### config.mk
export PLATFORM = sky130hd
export DESIGN_NAME = fifo_rr_arbiter_flat
export DESIGN_NICKNAME = d
export VERILOG_FILES = /design/src/rtl/fifo_rr_arbiter_if.sv /design/src/rtl/fifo_rr_arbiter.sv /design/src/flat_wrapper.sv
export SDC_FILE = /design/constraint.sdc
export NUM_CORES = 1
export LEC_CHECK = 0
export CAP_MARGIN = 20
export CELL_PAD_IN_SITES_DETAIL_PLACEMENT = 2
export CELL_PAD_IN_SITES_GLOBAL_PLACEMENT = 2
export CORE_MARGIN = 2
export CORE_UTILIZATION = 19
export DETAILED_ROUTE_END_ITERATION = 6
export GPL_TIMING_DRIVEN = 0
export PLACE_DENSITY = 0.78
export SYNTH_ARGS = -nofsm -noshare
export SYNTH_HDL_FRONTEND = slang
export SYNTH_SLANG_ARGS = --single-unit
### constraint.sdc
create_clock -name i_clk -period 1.58 [get_ports i_clk]
set_input_delay 0.395 -clock i_clk [delete_from_list [all_inputs] [get_ports i_clk]]
set_output_delay 0.395 -clock i_clk [all_outputs]
set_load 0.01 [all_outputs]
### src/rtl/fifo_rr_arbiter_if.sv
// Handshake bundle between the round-robin drain arbiter and its FIFO bank / consumer.
// master = arbiter side, slave = FIFO bank plus downstream sink.
interface fifo_rr_arbiter_if #(
  parameter int N_PORTS = 4,
  parameter int WS      = 16
);
  logic [N_PORTS-1:0]         i_pndng;
  logic [N_PORTS*WS-1:0]      i_data;
  logic [N_PORTS-1:0]         o_pop;
  logic [WS-1:0]              o_data;
  logic                       o_valid;
  logic                       i_ready;
  logic [$clog2(N_PORTS)-1:0] o_src;

  modport master (
    input  i_pndng, i_data, i_ready,
    output o_pop, o_data, o_valid, o_src
  );

  modport slave (
    output i_pndng, i_data, i_ready,
    input  o_pop, o_data, o_valid, o_src
  );
endinterface

### src/rtl/fifo_rr_arbiter.sv
// Round-robin drain arbiter: pops one fifosc at a time and forwards the word on valid/ready.
// Optional multi-word grants are compiled in with FIFO_RR_ARBITER_BURST_EN.
module fifo_rr_arbiter #(
  parameter int N_PORTS   = 4,
  parameter int WS        = 16,
  parameter int BURST_LEN = 4
) (
  input  logic              i_clk,
  input  logic              i_reset_fifo,
  fifo_rr_arbiter_if.master bus,
  output logic              o_busy
);
  localparam int IDX_W = $clog2(N_PORTS);
  localparam logic [N_PORTS-1:0] POP_ONE = N_PORTS'(1);

  if (N_PORTS < 2 || BURST_LEN < 1) begin : g_param_check
    $error("fifo_rr_arbiter: N_PORTS must be >= 2 and BURST_LEN >= 1");
  end

  typedef enum logic [1:0] {
    ARB  = 2'd0,
    POP  = 2'd1,
    CAPT = 2'd2,
    SEND = 2'd3
  } state_t;

  state_t           state_q, state_d;
  logic [IDX_W-1:0] grant_q, grant_d;
  logic [IDX_W-1:0] last_grant_q, last_grant_d;
  logic [WS-1:0]    data_q, data_d;
  logic             handshake_s;

`ifdef FIFO_RR_ARBITER_BURST_EN
  localparam int CNT_W = $clog2(BURST_LEN + 1);
  logic [CNT_W-1:0] burst_cnt_q, burst_cnt_d;
`endif

  // First requester strictly after `last`, wrapping around the port range.
  function automatic logic [IDX_W-1:0] rr_pick(input logic [N_PORTS-1:0] req,
                                               input logic [IDX_W-1:0]   last);
    logic [IDX_W-1:0] pick;
    logic [IDX_W-1:0] sel;
    logic             found;
    pick  = '0;
    found = 1'b0;
    for (int i = 1; i <= N_PORTS; i++) begin
      sel = IDX_W'((int'(last) + i) % N_PORTS);
      if (!found && req[sel]) begin
        found = 1'b1;
        pick  = sel;
      end
    end
    return pick;
  endfunction

  assign handshake_s  = (state_q == SEND) && bus.i_ready;
  assign bus.o_pop    = (state_q == POP) ? (POP_ONE << grant_q) : '0;
  assign bus.o_valid  = (state_q == SEND);
  assign bus.o_data   = data_q;
  assign bus.o_src    = grant_q;
  assign o_busy       = (state_q != ARB);

  // Next-state and datapath selection for the ARB/POP/CAPT/SEND sequence.
  always_comb begin
    state_d      = state_q;
    grant_d      = grant_q;
    last_grant_d = last_grant_q;
    data_d       = data_q;
`ifdef FIFO_RR_ARBITER_BURST_EN
    burst_cnt_d  = burst_cnt_q;
`endif
    case (state_q)
      ARB: begin
        if (|bus.i_pndng) begin
          grant_d = rr_pick(bus.i_pndng, last_grant_q);
          state_d = POP;
        end else begin
          state_d = ARB;
        end
      end
      POP: begin
        state_d = CAPT;
      end
      CAPT: begin
        // FIFO output is registered, so the popped word is visible only now.
        data_d       = bus.i_data[int'(grant_q)*WS +: WS];
        last_grant_d = grant_q;
        state_d      = SEND;
      end
      SEND: begin
        if (handshake_s) begin
`ifdef FIFO_RR_ARBITER_BURST_EN
          if (bus.i_pndng[grant_q] && ((int'(burst_cnt_q) + 1) < BURST_LEN)) begin
            burst_cnt_d = burst_cnt_q + CNT_W'(1);
            state_d     = POP;
          end else begin
            burst_cnt_d = '0;
            state_d     = ARB;
          end
`else
          state_d = ARB;
`endif
        end else begin
          state_d = SEND;
        end
      end
      default: begin
        state_d = ARB;
      end
    endcase
  end

  // State, grant and output word registers.
  always_ff @(posedge i_clk or posedge i_reset_fifo) begin
    if (i_reset_fifo) begin
      state_q      <= ARB;
      grant_q      <= '0;
      last_grant_q <= IDX_W'(N_PORTS - 1);
      data_q       <= '0;
    end else begin
      state_q      <= state_d;
      grant_q      <= grant_d;
      last_grant_q <= last_grant_d;
      data_q       <= data_d;
    end
  end

`ifdef FIFO_RR_ARBITER_BURST_EN
  // Words taken under the current grant.
  always_ff @(posedge i_clk or posedge i_reset_fifo) begin
    if (i_reset_fifo) begin
      burst_cnt_q <= '0;
    end else begin
      burst_cnt_q <= burst_cnt_d;
    end
  end
`endif

endmodule

### src/flat_wrapper.sv
// flat-port wrapper written by rule: the top's interface ports become plain ports
module fifo_rr_arbiter_flat 
#(
  parameter int N_PORTS   = 4,
  parameter int WS        = 16,
  parameter int BURST_LEN = 4
)
  (i_clk, i_reset_fifo, o_busy, bus_i_pndng, bus_i_data, bus_i_ready, bus_o_pop, bus_o_data, bus_o_valid, bus_o_src);
  fifo_rr_arbiter_if #(.N_PORTS(N_PORTS), .WS(WS)) bus_i ();
  input  logic i_clk;
  input  logic i_reset_fifo;
  output logic o_busy;
  input wire logic [$bits(bus_i.i_pndng)-1:0] bus_i_pndng;
  input wire logic [$bits(bus_i.i_data)-1:0] bus_i_data;
  input wire logic [$bits(bus_i.i_ready)-1:0] bus_i_ready;
  output wire logic [$bits(bus_i.o_pop)-1:0] bus_o_pop;
  output wire logic [$bits(bus_i.o_data)-1:0] bus_o_data;
  output wire logic [$bits(bus_i.o_valid)-1:0] bus_o_valid;
  output wire logic [$bits(bus_i.o_src)-1:0] bus_o_src;
  assign bus_i.i_pndng = bus_i_pndng;
  assign bus_i.i_data = bus_i_data;
  assign bus_i.i_ready = bus_i_ready;
  assign bus_o_pop = bus_i.o_pop;
  assign bus_o_data = bus_i.o_data;
  assign bus_o_valid = bus_i.o_valid;
  assign bus_o_src = bus_i.o_src;
  fifo_rr_arbiter #(.N_PORTS(N_PORTS), .WS(WS), .BURST_LEN(BURST_LEN)) u_core (.i_clk(i_clk), .i_reset_fifo(i_reset_fifo), .bus(bus_i), .o_busy(o_busy));
endmodule
==> Word-level counts from Yosys, hierarchy flattened <==
Cells that the tools add are included.
Widths: inputs -> output; s select.
{ "classes": {"add_sub_neg": 4, "n_lt_le_gt_ge": 4, "n_eq_ne": 3, "shifts": 2, "muxes": 25, "n_reduce_logical": 11} }
{ "op_table": {"columns": ["operator", "n"], "rows": [
  ["$shiftx 64x7->16", 1],
  ["$mux 1", 14],
  ["$lt 2x3->1 const B", 4],
  ["$mux 2", 5],
  ["$bmux 1 s2", 4],
  ["$pmux 2 s4", 1],
  ["$add 2x1->2 const B", 2],
  ["$add 2x2->2 const B", 2],
  ["$eq 2x2->1 const B", 2],
  ["$logic_and 1x1->1", 4],
  ["$mux 4", 1],
  ["$reduce_or 4->1", 1],
  ["$shl 1x2->4 const A", 1],
  ["$logic_not 1->1", 3],
  ["$eq 2x1->1 const B", 1],
  ["$logic_not 2->1", 1],
  ["$reduce_and 2->1", 1],
  ["$reduce_bool 2->1", 1]
]} }
{ "totals": {"reg_bits": 22, "input_bits": 71, "output_inout_bits": 24, "wordCells": 53} }

==> Longest topological paths before layout <==
Gate-level depths: netlist of run 1.
{ "logic_depth": {"word_depth": 19, "depth_mapped": 5} }

==> Least setup slack after synthesis of run 1 <==
OpenSTA, ideal clock, no wires.
{ "synth_timing": {"kind": "flip-flop to flip-flop", "startpoint": "reg u_core.grant_q[0], in the netlist u_core.bus.o_src[0]", "endpoint": "reg u_core.data_q[15], in the netlist u_core.bus.o_data[15]", "setup_ps": 125, "t_arrival_ps": 1421, "required_ps": 1455, "setup_slack_ps": 34, "stages_incl_launch_ff": 4, "path_buffers": 1, "period_less_slack_ps": 1546, "path_cell_list": "dfrtp_1 buf_6 mux4_2 mux2_4"} }
{ "synth_via": {"elab_chain_len": 1} }
{ "synth_lines": {"columns": ["element", "line_no", "text"], "rows": [
  ["from (decl)", "fifo_rr_arbiter.sv:28", "logic [IDX_W-1:0] grant_q, grant_d;"],
  ["from (signal assigned)", "fifo_rr_arbiter.sv:122", "grant_q <= grant_d;"],
  ["$shiftx 64x7->16", "fifo_rr_arbiter.sv:86", "data_d = bus.i_data[int'(grant_q)*WS +: WS];"],
  ["to (signal assigned)", "fifo_rr_arbiter.sv:124", "data_q <= data_d;"],
  ["to (decl)", "fifo_rr_arbiter.sv:30", "logic [WS-1:0] data_q, data_d;"]
]} }
Every way passes these cells.
A chain may end at the register's enable or synchronous reset.

==> Final worst setup path of run 1 <==
{ "layout_timing": {"startpoint": "reg u_core.grant_q[1], in the netlist u_core.bus.o_src[1]", "endpoint": "out bus_o_pop[1]"} }
{ "layout_via": {"elab_chain_len": 2} }
{ "layout_lines": {"columns": ["element", "line_no", "text"], "rows": [
  ["$shl 1x2->4", "fifo_rr_arbiter.sv:57", "assign bus.o_pop = (state_q == POP) ? (POP_ONE << grant_q) : '0;"],
  ["$mux 4", "fifo_rr_arbiter.sv:57", null],
  ["to (decl)", "flat_wrapper.sv:16", "output wire logic [$bits(bus_i.o_pop)-1:0] bus_o_pop;"]
]} }
Every way passes these cells.

==> results of run 1 <==
-- placed cells by master (no fill, tap or decap), types with 2 or more instances in the layout --
master           instances
a21o_1                   3
nor2_1                   3
inv_1                    2
mux2i_1                  2
buf_6                    4
mux2_4                  10
dlymetal6s2s_1          10
clkbuf_8                 5
nand2_1                  2
mux4_2                  15
dfstp_2                  2
buf_4                    8
mux2_2                   7
dfrtp_2                  2
dfrtp_1                 18
nor2b_1                  2
buf_2                    5
clkdlybuf4s50_1         70
dlygate4sd2_1            8
-- timing repair --
| item | CTS | global route |
|---|---|---|
| cloned | 1 | 0 |
| resized for setup | 46 | 16 |
| setup endpoints to repair | 28 | 32 |
| buffers inserted | 8 | 1 |
| pin swaps | 3 | 1 |
-- stage by stage --
step	hold WS (ps)	setup slack, ps
global placement	490	-476
finish	512	-41.4
global route	520	-105
CTS	522	-70.9
floorplan	383	34.2
detailed placement	496	-491
-- final timing paths --
check                                        end  cells past startpoint
setup reg to reg           u_core.bus.o_data[11]                      4
hold / removal             u_core.bus.o_data[11]                      1
hold reg to reg            u_core.bus.o_data[11]                      1
setup / recovery                    bus_o_pop[1]                      3
min in group asynchronous   u_core.bus.o_data[5]                      2
max in group asynchronous      u_core.state_q[1]                      2
-- layout make-up --
class | count | area [µm²]
Inverter | 2 | 7.51
Tap cell | 99 | 124
Multi-Input combinational cell | 63 | 825
Clock buffer | 4 | 55.1
Buffer | 6 | 72.6
Sequential cell | 22 | 556
Timing Repair Buffer | 104 | 1030
Fill cell | 786 | 4580
-- state kept, by name, summed over array words and instances (netlist names) --
signal / flops
u_core.state_q: 2
u_core.bus.o_data: 16
u_core.bus.o_src: 2
u_core.last_grant_q: 2
-- per-layer routing --
layer,global-route usage (%),wire (µm)
met1,14.0,2100
met2,23.4,2740
met5,0,0
met4,2.31,20
met3,3.26,244
-- power by group through the flow --
stage / logic [mW] / clock network, mW / registers, mW
CTS: 2.89 / 0.439 / 1.07
global route: 3.00 / 0.461 / 1.15
detailed placement: 2.61 / 0 / 1.12
global placement: 2.56 / 0 / 1.10
finish: 2.80 / 0.412 / 1.10
floorplan: 1.45 / 0 / 1.18
-- kinds of logic after synthesis --
logic type | Yosys count | synth area share [%]
AOI/OAI and AO/OA | 11 | 5.64
muxes | 36 | 44.3
buffers and inverters | 9 | 3.97
DFF | 22 | 39.0
and+or+nand+nor | 16 | 7.14
==> key figures, run 1 <==
Floorplanning
  – Rows: 31
  – Core area: approximately 7300 µm²
  – Starting Density: about a fifth
  – Num ports: 95
  – Full die area: 8170 µm²
  – Die Ht: 90.4 µm
  – Die width: 90.4 µm

CTS
  – Hold_buf cts: 0
  – CTS tree: yes
  – Clock Sink Count: 22
  – Skew-Pair Late Insertion Delay: 260 ps
  – CTS clk-pin slew, worst paths: ~80 ps
  – Number of CTS-inserted buffers: 3
  – Clk buf depth: 2
  – CTS HTree Levels: 1
  – CTS Root Cell: clkbuf_8

Placement
  – Dpl cell area: 2480 µm²
  – Placed Cells: 287
  – Port bufs: 94
  – Post-DP HPWL: just under 4 mm
  – GP Congestion: 0.754

Synthesis
  – Avg Cell Area, Syn: 15.1 µm²
  – Count leader, synth: dfrtp_1
  – Largest area contributor in the netlist: dfrtp_1
  – Cell Area, Synth: 1420 µm²
  – Netlist cell types: 32
  – Synthesized flop and latch total: 22
  – Async set or reset register ratio after synthesis: 100%
  – Synth top area share: 35.3%
  – Yosys warning count: 0
  – Largest cells by area after synthesis: dfrtp_1, mux4_2, mux2_4
  – Syn nets: 165
  – Sequential area share after synthesis: between 30% and 40%
  – Synth Instances: 94
  – Top_reg_cell synth: dfrtp_1
  – EDFF count, synth: 0
  – Commonest cells in the netlist: dfrtp_1, mux4_2, mux2_4

Layout
  – Ant. Diodes: 0
  – Final std cells w/o fill: 300
  – Final net count: 273
  – Fin util: 36.9%
  – Fraction of layout cells with a size suffix above 1: 32.8%
  – Synth-to-layout area growth: 88.4%
  – Post-route cell area: between 2000 and 3000 µm²

Timing
  – Min cycle time layout: 1620 ps
  – Achievable frequency: 617 MHz
  – Post-route setup slack: -41.4 ps
  – Final setup vio count: 3
  – Layout Skew: just over 6 ps
  – Final hold violations: 0
  – Least-Margin Pin Slew: 896 ps
  – Final count of pins violating max slew: 0
  – Fin crit share: 103%
  – RSZ-0062 raised after global routing: true
  – Fin Setup TNS: -116 ps
  – Slew headroom: between 40% and 50%

Global routing
  – Pin count of the biggest net entering global routing: 23
  – Vias in the first global route: 1434
  – Total GRT Usage: 12.4%
  – First-pass GRT wire length: 7.87 mm
  – Overflow after GRT: 0
  – Antenna violations before repair: 0

Pwr
  – Combinational share of power: 64.8%
  – Sequential Power Share: around a quarter
  – Sw frac: 33.3%
  – Peak VDD IR: 0.371 mV
  – Power per cell area: 1610 nW/µm²
  – Switching pwr: 1.44 mW
  – Clk network pwr share: 9.6%
  – Leak pwr: between 1 and 1.5 nW
  – Int Pwr: 2.88 mW
  – Overall power: 4.31 mW

Critical path
  – CP endpoint kind: output port
  – Maximum net fanout on the critical path: 6
  – Cell Chain, Critical Path: clkbuf_8 -> nor4bb_1 -> buf_2
  – Worst Path Arrival: 1230 ps
  – Worst r2r src: u_core.bus.o_src[0]
  – Worst EP required: roughly 1200 ps
  – Crit-path leading delay family: flip-flops
  – Worst R2R Setup Slack: 10 ps
  – WP buf/inv: 2
  – CP Class: flop to output port
  – Worst Setup Start Kind: flop
  – Critical path's slowest cell: dfrtp_1
  – Max incr delay on CP: 390 ps
  – Critical path launch point: u_core.bus.o_src[1]

Run status
  – Status: finished with violations
  – Failing checks: setup timing

Hold path
  – Hold_sp: u_core.bus.o_data[11]
  – Hold Path Class: flop to flop

Detailed routing
  – # DRC: 0
  – Drt first pass iters: 3
  – Avg WL per Cell: between 15 and 20 µm
  – DR vias/cell: 4.23
  – DRT Wirelength: 5.10 mm
  – Via count: 1270
  – Routed Antenna Nets: 0
  – Initial DRC count: 19

Run
  – Max_cap viols: 0
No activity file was read; power rests on OpenSTA's default activity.
==> run 2, diff against run 1 <==
==> constraint.sdc (replaced) <==
create_clock -name i_clk -period 1.49 [get_ports i_clk]
set_input_delay 0.3725 -clock i_clk [delete_from_list [all_inputs] [get_ports i_clk]]
set_output_delay 0.3725 -clock i_clk [all_outputs]
set_load 0.01 [all_outputs]
==> key figures, run 2 (same netlist as run 1, synthesis figures left out) <==
Detailed routing
  – DRT Wirelength: ~5.3 mm
  – Drt first pass iters: 4
  – DR vias/cell: 4.33
  – Avg WL per Cell: roughly 17 µm
  – Routed Antenna Nets: 0
  – Initial DRC count: 17
  – # DRC: 0
  – Via count: 1322

CTS
  – Hold_buf cts: 0
  – Number of CTS-inserted buffers: 3
  – CTS tree: yes
  – Clock Sink Count: 22
  – CTS HTree Levels: 1
  – Skew-Pair Late Insertion Delay: 260 ps
  – CTS Root Cell: clkbuf_8
  – CTS clk-pin slew, worst paths: 80 ps
  – Clk buf depth: 2

Layout
  – Final net count: 278
  – Most common cell after layout, fill and taps aside: clkdlybuf4s50_1
  – Ant. Diodes: 0
  – Synth-to-layout area growth: 94.1%
  – Final std cells w/o fill: 305
  – FILL cells: 777
  – Multi-input logic area: 847 µm²
  – Max FFs per register: 16
  – Fraction of layout cells with a size suffix above 1: between 30% and 40%
  – FF+latch area: approximately 560 µm²
  – Most frequent cells in the layout: clkdlybuf4s50_1, mux4_2, dlygate4sd2_1, dfrtp_1, mux2_4

Global routing
  – First-pass GRT wire length: 8.36 mm
  – Total GRT Usage: 13.0%
  – Vias in the first global route: 1450
  – Antenna violations before repair: 0
  – Overflow after GRT: 0
  – Pin count of the biggest net entering global routing: 23

Placement
  – Port bufs: 94
  – Placed Cells: 287
  – Post-DP HPWL: 3.94 mm
  – GP Congestion: between 0.7 and 0.8

Floorplanning
  – Starting Density: 19.6%
  – Num ports: 95
  – Die width: between 90 and 100 µm
  – Full die area: 8170 µm²
  – Die Ht: 90.4 µm
  – Rows: 31
  – Core area: 7250 µm²

Pwr
  – Peak VDD IR: 0.552 mV
  – Leak pwr: between 1 and 1.5 nW
  – Power per cell area: 1790 nW/µm²
  – Overall power: ~4.9 mW

Critical path
  – CP Class: flop to output port
  – Worst Setup Start Kind: flop
  – Worst Path Arrival: 1270 ps
  – CP endpoint kind: output port
  – Worst EP required: 1120 ps
  – Maximum net fanout on the critical path: 6

Timing
  – Fin crit share: 110%
  – Final setup vio count: 21
  – Fin Hold WS: 509 ps
  – Min cycle time layout: 1640 ps
  – Fin Setup TNS: -1190 ps
  – Least-Margin Pin Slew: ~890 ps
  – Achievable frequency: 610 MHz
  – Final count of pins violating max slew: 0
  – Layout Skew: 4.63 ps
  – Final hold violations: 0
  – Slew headroom: about two fifths
  – Post-route setup slack: -150 ps
  – RSZ-0062 raised after global routing: true

Run status
  – Status: finished with violations
  – Failing checks: setup timing

Run
  – Max_cap viols: 0

Hold path
  – Hold Path Class: flop to flop
==> run 2: what timing repair did <==
item	in CTS	in global routing
gates cloned	1	0
setup endpoints to repair	41	24
buffers inserted	13	1
resized for setup	71	8
pin swaps	2	1
==> run 2: stage by stage <==
step	area (µm²)	setup slack, ps	util, %
after floorplan	1430	-2.65	-
after global placement	2500	-654	34.4
after detailed placement	2500	-681	34.4
after CTS	2700	-166	37.3
after global routing	2750	-194	38.0
final	2750	-150	38.0
==> run 2: power breakdown <==
part	total [mW]	switching (mW)	leakage [nW]	internal, mW
logic	3.30	1.20	0.880	2.10
clock network	0.439	0.203	0.0288	0.236
registers	1.18	0.232	0.249	0.945
total	4.92	1.64	1.16	3.28
==> run 2: worst max-delay path: stages, from the launching register on <==
cell and delay [ps]:
dfrtp_2 420, clkbuf_16 160, nor4bb_1 250, buf_2 170
==> run 2: cell type report <==
type	instances	share of cell area, %
Multi-Input combinational cell	63	30.8
Inverter	2	0.273
Tap cell	99	4.50
Sequential cell	22	20.3
Clock buffer	4	2.00
Buffer	6	3.41
Timing Repair Buffer	109	38.8
==> run 2: worst paths after layout <==
kind	startpoint	to	slack [ps]	depth (start not counted)
worst max-delay path	u_core.bus.o_src[1]	bus_o_pop[1]	-150	3
worst min-delay path	u_core.bus.o_data[9]	u_core.bus.o_data[9]	510	1
worst max register to register	u_core.bus.o_src[0]	u_core.bus.o_data[9]	-70	4
worst min register to register	u_core.bus.o_data[9]	u_core.bus.o_data[9]	510	1
max in group asynchronous	i_reset_fifo	u_core.state_q[0]	290	2
min in group asynchronous	i_reset_fifo	u_core.bus.o_data[6]	600	2
==> run 2: metal layers <==
metal	GRT usage, %	up-vias	routed length, µm
li1	-	597	-
met1	16.5	667	2250
met2	22.4	52	2720
met3	2.34	6	249
met4	4.49	0	101
met5	0	-	0
==> run 3, diff against run 2 <==
--- a/config.mk
+++ b/config.mk
@@ -12,7 +12,7 @@
 export CORE_UTILIZATION = 19
 export DETAILED_ROUTE_END_ITERATION = 6
 export GPL_TIMING_DRIVEN = 0
-export PLACE_DENSITY = 0.78
+export PLACE_DENSITY = 0.8
 export SYNTH_ARGS = -nofsm -noshare
 export SYNTH_HDL_FRONTEND = slang
 export SYNTH_SLANG_ARGS = --single-unit
==> constraint.sdc (replaced) <==
create_clock -name i_clk -period 1.49 [get_ports i_clk]
set_input_delay 0.447 -clock i_clk [delete_from_list [all_inputs] [get_ports i_clk]]
set_output_delay 0.447 -clock i_clk [all_outputs]
set_load 0.01 [all_outputs]
==> key figures, run 3 (same netlist as run 1, synthesis figures left out) <==
Pwr
  – Power per cell area: around 1800 nW/µm²
  – Leak pwr: 1.14 nW
  – Peak VDD IR: roughly 0.55 mV

Timing
  – Final hold violations: 0
  – RSZ-0062 raised after global routing: true
  – Slew headroom: 37.9%
  – Fin crit share: 114%
  – Least-Margin Pin Slew: around 930 ps
  – Layout Skew: about 5.5 ps
  – Achievable frequency: 587 MHz
  – Final setup vio count: 23
  – Final count of pins violating max slew: 0
  – Post-route setup slack: -213 ps
  – Min cycle time layout: 1700 ps

Critical path
  – CP endpoint kind: output port
  – Max incr delay on CP: ~400 ps
  – Maximum net fanout on the critical path: 3
  – Worst Setup Start Kind: flop
  – CP Class: flop to output port
  – Worst R2R Setup Slack: -150 ps
  – Critical path's slowest cell: dfrtp_1
  – Worst Path Arrival: 1260 ps
  – Cell Chain, Critical Path: or2_2 -> clkdlybuf4s15_2
  – Worst EP required: 1040 ps
  – Crit. path cell count: 2
  – WP buf/inv: 1
  – Crit-path leading delay family: flip-flops
  – FF-to-FF path depth: 5

Run status
  – Status: finished with violations
  – Failing checks: setup timing

Floorplanning
  – Die width: 90.4 µm
  – Die Ht: 90.4 µm
  – Starting Density: 19.6%
  – Rows: 31
  – Core area: 7250 µm²
  – Full die area: just over 8000 µm²
  – Num ports: 95

Placement
  – Post-DP HPWL: 4.02 mm
  – Port bufs: 94
  – GP Congestion: 0.692
  – Placed Cells: 287
  – Pre-CTS setup slack: -753 ps

Global routing
  – Pin count of the biggest net entering global routing: 23
  – First-pass GRT wire length: 8.47 mm
  – Global routing usage on met3: ~3.0%
  – GR Util met2: 24.8%
  – Overflow after GRT: 0
  – Total GRT Usage: 13.3%
  – Vias in the first global route: 1486
  – GRT met1 Usage: ~15%
  – Antenna violations before repair: 1
  – GRT Max-Usage Layer: met2

Detailed routing
  – Routed Antenna Nets: 0
  – Avg WL per Cell: 17.8 µm
  – DRT Wirelength: between 5 and 6 mm
  – Drt first pass iters: 4
  – DR vias/cell: 4.34
  – Initial DRC count: 30
  – Via count: 1315
  – # DRC: 0

CTS
  – CTS HTree Levels: 1
  – CTS tree: yes
  – Clk buf depth: 2
  – CTS clk-pin slew, worst paths: 90 ps
  – Clock Sink Count: 22
  – CTS Root Cell: clkbuf_8
  – Skew-Pair Late Insertion Delay: 260 ps
  – Number of CTS-inserted buffers: 3

Hold path
  – Hold Path Class: flop to flop
  – Cells on Worst Hold Path: 1

Layout
  – Most common cell after layout, fill and taps aside: clkdlybuf4s50_1
  – Final net count: between 200 and 300
  – Ant. Diodes: 0
  – Synth-to-layout area growth: 91.1%
  – Fraction of layout cells with a size suffix above 1: 36.8%
  – Final std cells w/o fill: 303
  – Max FFs per register: 16
  – Most frequent cells in the layout: clkdlybuf4s50_1, dlygate4sd2_1, dfrtp_1

Run
  – Max_cap viols: 0
[run 3: cell types whose count changed in the layout (fill, tap and decap cells not counted), sizes merged]
cell	before	now
buf	27	25
clkdlybuf4s50	70	68
dlygate4sd2	16	17
dlymetal6s2s	0	1
[run 3: worst paths after layout]
path | start | end
setup / recovery | u_core.state_q[0] | o_busy
hold / removal | u_core.bus.o_data[8] | u_core.bus.o_data[8]
setup reg to reg | u_core.bus.o_src[0] | u_core.bus.o_data[1]
hold reg to reg | u_core.bus.o_data[8] | u_core.bus.o_data[8]
max in group asynchronous | i_reset_fifo | u_core.bus.o_src[0]
min in group asynchronous | i_reset_fifo | u_core.bus.o_data[10]
[run 3: where the power goes]
group	total, mW	switching (mW)	internal [mW]
clock network	0.398	0.207	0.191
registers	1.15	0.212	0.942
logic	3.21	1.18	2.03
total	4.76	1.60	3.16
[run 3: what timing repair did]
| item | CTS | global route |
|---|---|---|
| gates resized for setup | 67 | 13 |
| hold endpoints to repair | 0 | 0 |
| setup buffers | 10 | 3 |
| gates cloned | 1 | 0 |
| pin swaps | 2 | 2 |
| hold buffers | 0 | 0 |
| endpoints found under the setup margin | 41 | 24 |
[run 3: per-layer routing]
metal	vias up	wire (µm)
li1	592	-
met1	676	2210
met2	45	2840
met3	2	293
met4	0	42
met5	-	0
[run 3: final cells by class]
type / instances / area (µm²)
flip-flops and latches: 22 / 557
clock buffers: 4 / 45.0
well taps: 99 / 124
repair buffers: 107 / 1060
fillers: 779 / 4540
multi-input cells: 63 / 841
plain buffers: 6 / 80.1
inverters: 2 / 7.51
[run 3: metrics by stage]
| step | util [%] | hold slack, ps | TNS [ps] | instance area [µm²] | power [mW] |
|---|---|---|---|---|---|
| after floorplan | - | 435 | -81.7 | 1440 | 2.83 |
| after global placement | 34.5 | 491 | -9020 | 2500 | 3.91 |
| after detailed placement | 34.5 | 498 | -10390 | 2500 | 3.99 |
| after CTS | 36.9 | 514 | -2630 | 2680 | 4.71 |
| after global routing | 37.4 | 530 | -3900 | 2710 | 5.09 |
| final | 37.4 | 510 | -2690 | 2710 | 4.76 |
